<file path="src/rtl/disp_pkg.sv">
// Shared encodings and helpers for the display page scheduler.
package disp_pkg;

   typedef enum logic [1:0] {
      SHOW_A = 2'd0,
      SHOW_B = 2'd1,
      SHOW_R = 2'd2,
      GAP    = 2'd3
   } page_state_t;

   localparam logic [2:0] PAGE_A    = 3'b001;
   localparam logic [2:0] PAGE_B    = 3'b010;
   localparam logic [2:0] PAGE_R    = 3'b100;
   localparam logic [2:0] PAGE_NONE = 3'b000;
   localparam logic [3:0] NEG_SIGN  = 4'b1000;

   typedef struct packed {
      logic [15:0] x;
      logic [3:0]  neg;
   } disp_t;

   function automatic page_state_t succ_page(page_state_t s);
      case (s)
         SHOW_A:  succ_page = SHOW_B;
         SHOW_B:  succ_page = SHOW_R;
         default: succ_page = SHOW_A;
      endcase
   endfunction

   // Sign-magnitude view; 16'h8000 negates to itself, which still reads as magnitude 8000.
   function automatic disp_t map_value(logic [15:0] v, logic sgn);
      disp_t d;
      if (sgn && v[15]) begin
         d.x   = (~v) + 16'd1;
         d.neg = NEG_SIGN;
      end else begin
         d.x   = v;
         d.neg = 4'b0000;
      end
      return d;
   endfunction

endpackage

</file>
<file path="src/rtl/sync_edge.sv">
// Multi-stage synchroniser for an asynchronous level; optionally a rising-edge pulse.
// Latency: SYNC_STAGES cycles to the level output.
// No backpressure; the edge pulse is one cycle wide per low-to-high transition.
module sync_edge #(
   parameter int SYNC_STAGES = 2,
   parameter bit EDGE        = 1'b0
) (
   input  logic clk,
   input  logic rst,
   input  logic din,
   output logic dout
);

   logic [SYNC_STAGES-1:0] chain;

   always_ff @(posedge clk or posedge rst) begin
      if (rst) chain <= '0;
      else     chain <= {chain[SYNC_STAGES-2:0], din};
   end

   generate
      if (EDGE) begin : g_edge
         logic prev;
         always_ff @(posedge clk or posedge rst) begin
            if (rst) prev <= 1'b0;
            else     prev <= chain[SYNC_STAGES-1];
         end
         assign dout = chain[SYNC_STAGES-1] & ~prev;
      end else begin : g_level
         assign dout = chain[SYNC_STAGES-1];
      end
   endgenerate

endmodule

</file>
<file path="src/rtl/disp_page_scheduler.sv">
// Time-shares the 4-digit display between operand A, operand B and the result.
// Latency: outputs registered, one cycle from state and live source values.
// No backpressure; pages advance on dwell expiry or a synchronised step edge.
module disp_page_scheduler
   import disp_pkg::*;
#(
   parameter int DWELL       = 50_000_000,
   parameter int BLANK_CYC   = 5_000_000,
   parameter int SYNC_STAGES = 2
) (
   input  logic        CLK,
   input  logic        RST,
   input  logic [15:0] a,
   input  logic [15:0] b,
   input  logic [15:0] result,
   input  logic        ovf,
   input  logic        signed_mode,
   input  logic        auto_en,
   input  logic        step,
   input  logic        hold,
   output logic [15:0] x,
   output logic [3:0]  neg,
   output logic [2:0]  page,
   output logic        blank,
   output logic        ovf_flag
);

   localparam int DW = (DWELL > 1) ? $clog2(DWELL) : 1;
   localparam int GW = (BLANK_CYC > 1) ? $clog2(BLANK_CYC) : 1;
   localparam logic [DW-1:0] DWELL_LAST = DW'(DWELL - 1);
   localparam logic [GW-1:0] GAP_LAST   = GW'((BLANK_CYC > 0) ? BLANK_CYC - 1 : 0);

   logic step_rise, auto_s, hold_s;

   sync_edge #(.SYNC_STAGES(SYNC_STAGES), .EDGE(1'b1)) u_step_sync (
      .clk(CLK), .rst(RST), .din(step), .dout(step_rise)
   );
   sync_edge #(.SYNC_STAGES(SYNC_STAGES), .EDGE(1'b0)) u_auto_sync (
      .clk(CLK), .rst(RST), .din(auto_en), .dout(auto_s)
   );
   sync_edge #(.SYNC_STAGES(SYNC_STAGES), .EDGE(1'b0)) u_hold_sync (
      .clk(CLK), .rst(RST), .din(hold), .dout(hold_s)
   );

   page_state_t   state, state_n, next_page, next_page_n;
   logic [DW-1:0] dwell, dwell_n;
   logic [GW-1:0] gap, gap_n;
   logic          advance;

   always_ff @(posedge CLK or posedge RST) begin
      if (RST) begin
         state     <= SHOW_A;
         next_page <= SHOW_A;
         dwell     <= '0;
         gap       <= '0;
      end else begin
         state     <= state_n;
         next_page <= next_page_n;
         dwell     <= dwell_n;
         gap       <= gap_n;
      end
   end

   always_comb begin
      state_n     = state;
      next_page_n = next_page;
      dwell_n     = dwell;
      gap_n       = gap;
      advance     = 1'b0;
      if (state == GAP) begin
         // hold and step are deliberately ignored while blanking
         if (gap == GAP_LAST) begin
            state_n = next_page;
            gap_n   = '0;
         end else begin
            gap_n = gap + GW'(1);
         end
      end else begin
         advance = ~hold_s & ((auto_s & (dwell == DWELL_LAST)) | step_rise);
         if (advance) begin
            dwell_n = '0;
            if (BLANK_CYC > 0) begin
               state_n     = GAP;
               gap_n       = '0;
               next_page_n = succ_page(state);
            end else begin
               state_n = succ_page(state);
            end
         end else if (!auto_s) begin
            dwell_n = '0;
         end else if (!hold_s) begin
            dwell_n = dwell + DW'(1);
         end
      end
   end

   logic [15:0] src;
   disp_t       disp_n;
   logic [2:0]  page_n;
   logic        blank_n, ovf_flag_n;

   always_comb begin
      src        = a;
      page_n     = PAGE_A;
      blank_n    = 1'b0;
      ovf_flag_n = 1'b0;
      case (state)
         SHOW_B: begin
            src    = b;
            page_n = PAGE_B;
         end
         SHOW_R: begin
            src        = result;
            page_n     = PAGE_R;
            ovf_flag_n = ovf;
         end
         GAP: begin
            page_n  = PAGE_NONE;
            blank_n = 1'b1;
         end
         default: ;
      endcase
      disp_n = map_value(src, signed_mode);
      if (state == GAP) disp_n = '0;
   end

   always_ff @(posedge CLK or posedge RST) begin
      if (RST) begin
         x        <= '0;
         neg      <= '0;
         page     <= PAGE_A;
         blank    <= 1'b0;
         ovf_flag <= 1'b0;
      end else begin
         x        <= disp_n.x;
         neg      <= disp_n.neg;
         page     <= page_n;
         blank    <= blank_n;
         ovf_flag <= ovf_flag_n;
      end
   end

endmodule
</file>
<file path="config.mk">
export PLATFORM = sky130hd
export DESIGN_NAME = disp_page_scheduler
export DESIGN_NICKNAME = d
export VERILOG_FILES = /design/src/rtl/disp_pkg.sv /design/src/rtl/sync_edge.sv /design/src/rtl/disp_page_scheduler.sv
export SDC_FILE = /design/constraint.sdc
export NUM_CORES = 1
export LEC_CHECK = 0
export CORE_MARGIN = 1.5
export CORE_UTILIZATION = 53
export CTS_CLUSTER_DIAMETER = 30
export DETAILED_ROUTE_END_ITERATION = 7
export HOLD_SLACK_MARGIN = 0.08
export PLACE_DENSITY = 0.8
export SLEW_MARGIN = 30
export SYNTH_ARGS = -nofsm -noshare
export SYNTH_HDL_FRONTEND = slang
export SYNTH_SLANG_ARGS = --single-unit
</file>
<file path="constraint.sdc">
create_clock -name CLK -period 3.5 [get_ports CLK]
set_clock_uncertainty 0.2 [all_clocks]
set_input_delay 1.05 -clock CLK [delete_from_list [all_inputs] [get_ports CLK]]
set_output_delay 1.05 -clock CLK [all_outputs]
set_load 0.05 [all_outputs]
</file>
# ---- Word level (Yosys, flattened, before mapping)
# Cells that the tools add are included.
dict set report op_classes {
  add_sub_neg 3
  n_mul 0
  div_mod_pow 0
  magnitude_cmp 0
  eq_ne 7
  shifts 0
  n_mux 16
  n_bitwise 8
  n_reduce_logical 6
}
# cell count
set ops {}
lappend ops {{$mux 26} 3}
lappend ops {{$mux 23} 3}
lappend ops {{$mux 20} 2}
lappend ops {{$pmux 16 s2} 1}
lappend ops {{$add 26x1->26 const B} 1}
lappend ops {{$eq 26x26->1 const B} 1}
lappend ops {{$add 23x1->23 const B} 1}
lappend ops {{$eq 23x23->1 const B} 1}
lappend ops {{$add 16x1->16 const B} 1}
lappend ops {{$not 16->16} 1}
lappend ops {{$pmux 3 s3} 1}
lappend ops {{$mux 2} 3}
lappend ops {{$reduce_and 2->1} 3}
lappend ops {{$eq 2x2->1 const B} 2}
lappend ops {{$pmux 2 s2} 1}
lappend ops {{$and 1x1->1} 3}
lappend ops {{$ne 3x3->1 const B} 1}
lappend ops {{$not 1->1} 3}
lappend ops {{$eq 2x1->1 const B} 1}
lappend ops {{$logic_not 2->1} 1}
lappend ops {{$mux 1} 2}
lappend ops {{$ne 2x1->1 const B} 1}
lappend ops {{$reduce_bool 2->1} 1}
lappend ops {{$logic_and 1x1->1} 1}
lappend ops {{$or 1x1->1} 1}
dict set report totals {
  regBits 85
  latchBits 0
  ramBits 0
  mem_bits_ro 0
  inputBits 55
  output_inout_bits 25
  wordCells 53
  mem_count 0
}

# ---- Depth between registers and ports, before layout
# Gate-level depths: netlist (run 1).
dict set report logic_depth {
  depth_word 6
  mapped_depth 12
  depth_no_buf 11
}

# ---- Modules after synthesis
# From an unflattened synthesis (run 1), not the netlist that was laid out.
dict set report unflattened {
  hier_cells 505
  hier_area_um2 4730.8
}
# module instances cells_per_inst area_each_um2 seq_area_each_um2
set by_module_without_submodules {}
lappend by_module_without_submodules {disp_page_scheduler 1 494 4530.6 1878.1}
lappend by_module_without_submodules {{sync_edge at u_auto_sync ...} 2 3 53.8 50.0}
lappend by_module_without_submodules {{sync_edge at u_step_sync} 1 5 92.6 75.1}

# ---- Worst setup path before layout (run 1)
# Ideal clock, no wire load.
dict set report synth_path {
  kind {input -> register}
  startpoint {input b[1]}
  endpoint {register x[12]}
  setup_time_ns 0.132
  arrival_time_ns 2.837
  required_time_ns 3.168
  path_slack_ns 0.331
  cell_stages 9
  n_path_buf 0
  cell_sequence {a22o_2 > mux2i_1 > ha_1 > nor4b_1 > a41oi_1 > nand3b_1 > o41ai_2 > xnor2_1 > nor2_1}
}
# element line
set synth_rtl {}
lappend synth_rtl {{from (decl)} disp_page_scheduler.sv:14} ;# input logic [15:0] b,
lappend synth_rtl {{to (signal assigned)} disp_page_scheduler.sv:135} ;# x <= disp_n.x;
lappend synth_rtl {{to (decl)} disp_page_scheduler.sv:21} ;# output logic [15:0] x,

==> flow_metrics.py, run 1 <==
metrics = {
    "floorplan": {
        "fp.coreArea_mm2": 0.00818,
        "std_cell_rows": 33,
        "die_area_mm2": 0.00896,
        "initial_core_util": 0.545,
        "die_y_um": 94.7,
        "ios": 80,
        "die_w_um": 94.7,
    },
    "timing": {
        "maxSlewViolCount": 0,
        "finalHoldViolations": 0,
        "worst_slack_ns": 0.239,
        "tns_ns": 0,
        "max_freq_mhz": 307,
        "period_share": 0.932,
        "tightest_slew_ns": 0.812,
        "rsz0062_at_grt": "false",
        "hold_slack_ns": 0.153,
        "period_minus_slack_ns": 3.26,
        "max_slew_margin": 0.458,
        "setup_viol_count_final": 0,
    },
    "logic_synthesis": {
        "synth_edf_count": 0,
        "synth_ff_type": "dfrtp_1",
        "yosys_warnings": 0,
        "synthesis.area_mm2": 0.00445,
        "ys_types": 61,
        "netlist_instances": 452,
        "syn_area_per_cell_um2": 9.85,
        "seq_area_frac_synth": 0.461,
        "synth-seq-cells": 82,
        "ys_async_sr_fraction": 1.00,
    },
    "global_route": {
        "globalRouteOverflowTotal": 0,
        "grt_max_degree": 37,
        "grt_first_pass_wirelength_um": 15500,
        "antenna_found_initial": 0,
        "grt_use_total": 0.223,
        "grt_pass1_vias": 3371,
    },
    "pwr": {
        "vdd_drop_max_uv": 407,
        "leakage_nw": 2.32,
        "cellPowerDensity_mw_per_mm2": 602,
    },
    "worst_hold_path": {
        "hp-class": "flop to flop",
    },
    "clock_tree": {
        "clkTransAtPathRegs_ns": 0.09,
        "cts_root_buffer": "clkbuf_8",
        "clock_sink_count": 82,
        "clock_latency_ns": 0.35,
        "tritoncts": "done",
        "cts_htree_levels": 3,
        "cts_inserted_buffers": 9,
        "ctsLongestPathBuffers": 2,
    },
    "worst_setup_path": {
        "crit_type": "input port to flop",
        "cp-end-kind": "flop",
        "worstPathRequired_ns": 3.54,
        "cp_cell_sequence": "clkdlybuf4s50_1, a22o_1, mux2i_1, ha_1, nor4b_2, a41oi_1, nand3b_1, o41ai_2, xnor2_1, nor2_1",
        "critPathLaunchType": "input port",
        "slowest_delay_ns": 0.41,
        "cp_slowest_cell": "o41ai_2",
        "crit_fanout": 4,
        "worst_ep_arrival_time_ns": 3.30,
    },
    "routing": {
        "drt_iter0_markers": 174,
        "first_pass_iters": 5,
        "dr_total_vias": 3547,
        "wire_per_inst_um": 14.8,
        "ant_nets": 0,
        "vias_per_cell": 5.51,
        "drc": 0,
        "drt_wl_total_um": 9500,
    },
    "place": {
        "dp_cells": 628,
        "gp_congestion": 0.840,
        "dp_hpwl_um": 7060,
        "post-place-ws_ns": -0.192,
        "dpl-instance-area_mm2": 0.00531,
        "portBuffers": 76,
    },
    "flow_run": {
        "drv_cap": 0,
    },
    "cells_and_area": {
        "n_antenna_cell": 0,
        "final_net_count": 598,
        "multi_input_area_mm2": 0.00220,
        "area_growth_pct": 23.5,
        "fillers": 664,
        "finalInstanceArea_mm2": 0.00550,
        "area.sequential_mm2": 0.00205,
        "final_cell_count_no_fill": 644,
        "layout-drive-gt1-share": 0.113,
    },
    "status": {
        "status": "finished clean",
    },
}
-- metal layers --
metal	global-route usage	up-vias	routed length [um]
met2	0.369	105	4640
met1	0.278	1680	4110
met4	0.0858	0	154
met3	0.0588	13	601
li1	-	1749	-
met5	0	-	0
-- placed cells by master (no fill, tap or decap), types with 4 or more instances in the layout --
master,synthesis,final
nor4_1,6,6
and3_1,8,8
nor2_1,61,61
nand4_1,12,12
ha_1,9,9
dfrtp_1,81,81
clkbuf_8,2,10
clkdlybuf4s50_1,0,76
nand2_1,38,38
a22o_1,6,6
inv_1,12,11
buf_4,6,14
o21ai_0,33,33
and2_1,5,5
nor3_1,6,6
a22oi_1,4,4
mux2i_1,9,9
xnor2_1,24,24
a22o_2,7,7
o31ai_1,8,8
xor2_1,17,17
nand3_1,24,24
a21oi_1,8,8
-- stage by stage --
| stage | util | power, W |
|---|---|---|
| floorplan | - | 0.00231 |
| global placement | 0.649 | 0.00265 |
| detailed placement | 0.649 | 0.00269 |
| CTS | 0.672 | 0.00333 |
| global route | 0.673 | 0.00350 |
| finish | 0.673 | 0.00331 |
-- timing repair --
action                     in CTS  in global routing
setup endpoints to repair       0                  2
hold buffers                    0                  0
setup buffers                   0                  0
resized for setup               0                  1
-- kinds of logic after synthesis --
| family | Yosys count | synth area share |
|---|---|---|
| XOR/XNOR | 41 | 0.0806 |
| flip-flops | 82 | 0.461 |
| adder cells (fa/ha/maj) | 9 | 0.0253 |
| multiplexers | 15 | 0.0391 |
| AND/OR/NAND/NOR | 183 | 0.206 |
| other | 1 | 0.000842 |
| AO/OA/AOI/OAI | 87 | 0.139 |
| buffers and inverters | 34 | 0.0489 |
-- cells in the mapped netlist, drive strengths merged (2+ instances only) --
| library cell | instances | area share |
|---|---|---|
| dfrtp | 81 | 0.46 |
| nor2 | 61 | 0.051 |
| nand2 | 38 | 0.032 |
| o21ai | 35 | 0.039 |
| nand3 | 26 | 0.031 |
| xnor2 | 24 | 0.047 |
| xor2 | 17 | 0.033 |
| buf | 14 | 0.028 |
| a22o | 13 | 0.028 |
| inv | 12 | 0.010 |
| mux2i | 12 | 0.031 |
| nand4 | 12 | 0.017 |
| a21oi | 9 | 0.011 |
| ha | 9 | 0.025 |
| and3 | 8 | 0.011 |
| clkbuf | 8 | 0.011 |
| nor4 | 8 | 0.016 |
| o31ai | 8 | 0.013 |
| and2 | 6 | 0.0084 |
| nor3 | 6 | 0.0067 |
| a22oi | 4 | 0.0067 |
| a21o | 3 | 0.0056 |
| a31oi | 3 | 0.0042 |
| and4 | 3 | 0.0059 |
| mux2 | 3 | 0.0076 |
| o41ai | 3 | 0.013 |
| nand3b | 2 | 0.0034 |
| nor2b | 2 | 0.0028 |
| o22a | 2 | 0.0039 |
| or2 | 2 | 0.0028 |
| or2b | 2 | 0.0039 |
| or3 | 2 | 0.0028 |
| or4b | 2 | 0.0045 |
-- area by class of cell --
| cell class | instances | share of cell area |
|---|---|---|
| multi-input combinational | 338 | 0.399 |
| sequential | 82 | 0.373 |
| timing repair buffer | 91 | 0.161 |
| clock buffer | 10 | 0.0250 |
| tap | 105 | 0.0239 |
| clock inverter | 6 | 0.00910 |
| inverter | 12 | 0.00842 |
-- worst paths after layout --
kind	from	to	slack, ns	cells past startpoint
min in group asynchronous	RST	gap[6]	0.86	2
worst min-delay path	u_hold_sync.chain[0]	u_hold_sync.chain[1]	0.15	0
max in group asynchronous	RST	page[0]	1.61	3
worst max-delay path	b[0]	x[12]	0.24	10
worst max register to register	state[1]	x[12]	0.45	11
worst min register to register	u_hold_sync.chain[0]	u_hold_sync.chain[1]	0.15	0
-- sequential cells by signal, summed over array words and instances, names as in the netlist --
register	count
dwell	26
gap	23
x	16
page	3
next_page	2
state	2
u_auto_sync.chain	2
u_hold_sync.chain	2
u_step_sync.chain	2
blank	1
neg	1
ovf_flag	1
u_step_sync.g_edge.prev	1
-- power by group --
group | switching, W | internal (W) | leakage [nW]
Combinational | 0.000906 | 0.000590 | 1.13
Clock | 0.000363 | 0.000284 | 0.0895
Sequential | 0.0000858 | 0.00108 | 1.10
-- worst max-delay path: cells and delay by family --
family	cells	cell delay (ns)
muxes	1	0.21
buffers and inverters	1	0.40
adders and majority gates	1	0.24
xor gates and xnor gates	1	0.17
AOI/OAI and AO/OA	3	0.69
and+or+nand+nor	3	0.53
Power figures use the tool's default switching activity.
==> run 2, diff against run 1 <==
CORE_ASPECT_RATIO = 0.75   (was not set)
==> run 2 against run 1 <==
Die area about the same. Design area up 0.82%. Utilization up 1.8 points. Highest routed layer unchanged. Largest power group unchanged.
==> flow_metrics.py, run 2 (synthesis gave the netlist of run 1 again) <==
metrics = {
    "worst_setup_path": {
        "worstPathRequired_ns": 3.54,
        "worst_ep_arrival_time_ns": 3.31,
        "cp-end-kind": "flop",
        "crit_type": "input port to flop",
        "critPathLaunchType": "input port",
        "crit_fanout": 4,
    },
    "floorplan": {
        "ios": 80,
        "die_y_um": 82.4,
        "fp.coreArea_mm2": 0.00802,
        "std_cell_rows": 28,
        "initial_core_util": 0.555,
        "die_w_um": 109,
        "die_area_mm2": 0.00897,
    },
    "timing": {
        "finalHoldViolations": 0,
        "max_slew_margin": 0.406,
        "period_share": 0.936,
        "period_minus_slack_ns": 3.28,
        "maxSlewViolCount": 0,
        "tightest_slew_ns": 0.889,
        "tns_ns": 0,
        "max_freq_mhz": 305,
        "setup_viol_count_final": 0,
    },
    "place": {
        "portBuffers": 76,
        "gp_congestion": 0.827,
        "dp_hpwl_um": 7150,
    },
    "cells_and_area": {
        "largestRegisters": "dwell (26), gap (23), x (16)",
        "final_net_count": 599,
        "largest_reg_flops": 26,
        "fillers": 607,
        "area_growth_pct": 24.5,
        "fin_util": 0.691,
        "n_antenna_cell": 0,
        "layout-drive-gt1-share": 0.115,
        "layout_commonest_cell": "dfrtp_1",
        "largest-register": "dwell",
        "mostFrequentLayoutCells": "81 x dfrtp_1, 76 x clkdlybuf4s50_1, 61 x nor2_1",
    },
    "routing": {
        "drt_iter0_markers": 224,
        "vias_per_cell": 5.55,
        "drt_wl_total_um": 9730,
        "wire_per_inst_um": 15.1,
        "ant_nets": 0,
        "dr_total_vias": 3579,
        "drc": 0,
        "first_pass_iters": 4,
    },
    "flow_run": {
        "drv_cap": 0,
    },
    "pwr": {
        "leakage_nw": 2.34,
        "p_total_w": 0.00347,
        "cellPowerDensity_mw_per_mm2": 626,
        "vdd_drop_max_uv": 362,
    },
    "clock_tree": {
        "ctsLongestPathBuffers": 2,
        "cts_root_buffer": "clkbuf_8",
        "clock_sink_count": 82,
        "clkTransAtPathRegs_ns": 0.08,
        "tritoncts": "done",
        "cts_inserted_buffers": 9,
        "cts_htree_levels": 3,
        "clock_latency_ns": 0.36,
    },
    "global_route": {
        "grt_use_total": 0.241,
        "antenna_found_initial": 0,
        "grt_pass1_vias": 3479,
        "grt_first_pass_wirelength_um": 16400,
        "grt_max_degree": 56,
        "globalRouteOverflowTotal": 0,
    },
    "worst_hold_path": {
        "hp-class": "flop to flop",
    },
    "status": {
        "status": "finished clean",
    },
}
## run 2: cell types whose count changed in the layout (fill, tap and decap cells not counted)
cell        delta
clkinvlp_4     -1
clkbuf_8       -1
inv_6          -1
bufinv_16      +2
clkinv_4       -1
buf_4          +1
inv_8          +1
clkinv_2       +1
## run 2: layout make-up
cell class	count	area [um2]	share of cell area
repair buffers	92	893	0.161
clock buffers	9	124	0.0223
multi-input cells	338	2200	0.396
inverters	12	46.3	0.00835
flip-flops and latches	82	2050	0.370
clock inverters	7	101	0.0183
well taps	105	131	0.0237
## run 2: worst paths after layout
| kind | startpoint | to | slack (ns) | cells after the start |
|---|---|---|---|---|
| min in group asynchronous | RST | dwell[13] | 0.81 | 2 |
| hold reg to reg | u_step_sync.chain[0] | u_step_sync.chain[1] | 0.16 | 0 |
| max in group asynchronous | RST | gap[16] | 1.64 | 3 |
| hold / removal | u_step_sync.chain[0] | u_step_sync.chain[1] | 0.16 | 0 |
| setup reg to reg | state[0] | x[5] | 0.49 | 8 |
| setup / recovery | b[0] | x[14] | 0.22 | 10 |
## run 2: what timing repair did
item                       in CTS  in global routing
hold buffers                    0                  0
setup endpoints to repair       0                  3
setup buffers                   0                  0
gates resized for setup         0                  1
## run 2: per-layer routing
metal / track usage / vias up / wire (um)
met5: 0 / - / 0
met4: 0.0829 / 0 / 144
met3: 0.0667 / 12 / 680
met2: 0.394 / 112 / 4540
met1: 0.311 / 1704 / 4370
li1: - / 1751 / -
## run 2: report_power, final
part | internal [W] | total [W] | switching, W
registers | 0.00108 | 0.00117 | 0.0000867
clock network | 0.000409 | 0.000769 | 0.000360
logic | 0.000600 | 0.00153 | 0.000934
total | 0.00209 | 0.00347 | 0.00138
## run 2: critical path, stage by stage
cell	delay, ns
clkdlybuf4s50_1	0.40
a22o_1	0.20
mux2i_1	0.22
ha_1	0.21
nor4b_2	0.18
a41oi_1	0.08
nand3b_1	0.29
o41ai_2	0.44
xnor2_1	0.17
nor2_1	0.06
## run 2: through the flow
step / setup WS (ns) / instance area [um2] / hold WS [ns] / std cells
after floorplan: 0.143 / 4460 / 0.131 / 454
after global placement: -0.134 / 5310 / 0.132 / 629
after detailed placement: -0.203 / 5310 / 0.143 / 629
after CTS: 0.164 / 5540 / 0.162 / 645
after global routing: -0.00384 / 5550 / 0.165 / 645
final: 0.224 / 5550 / 0.160 / 645
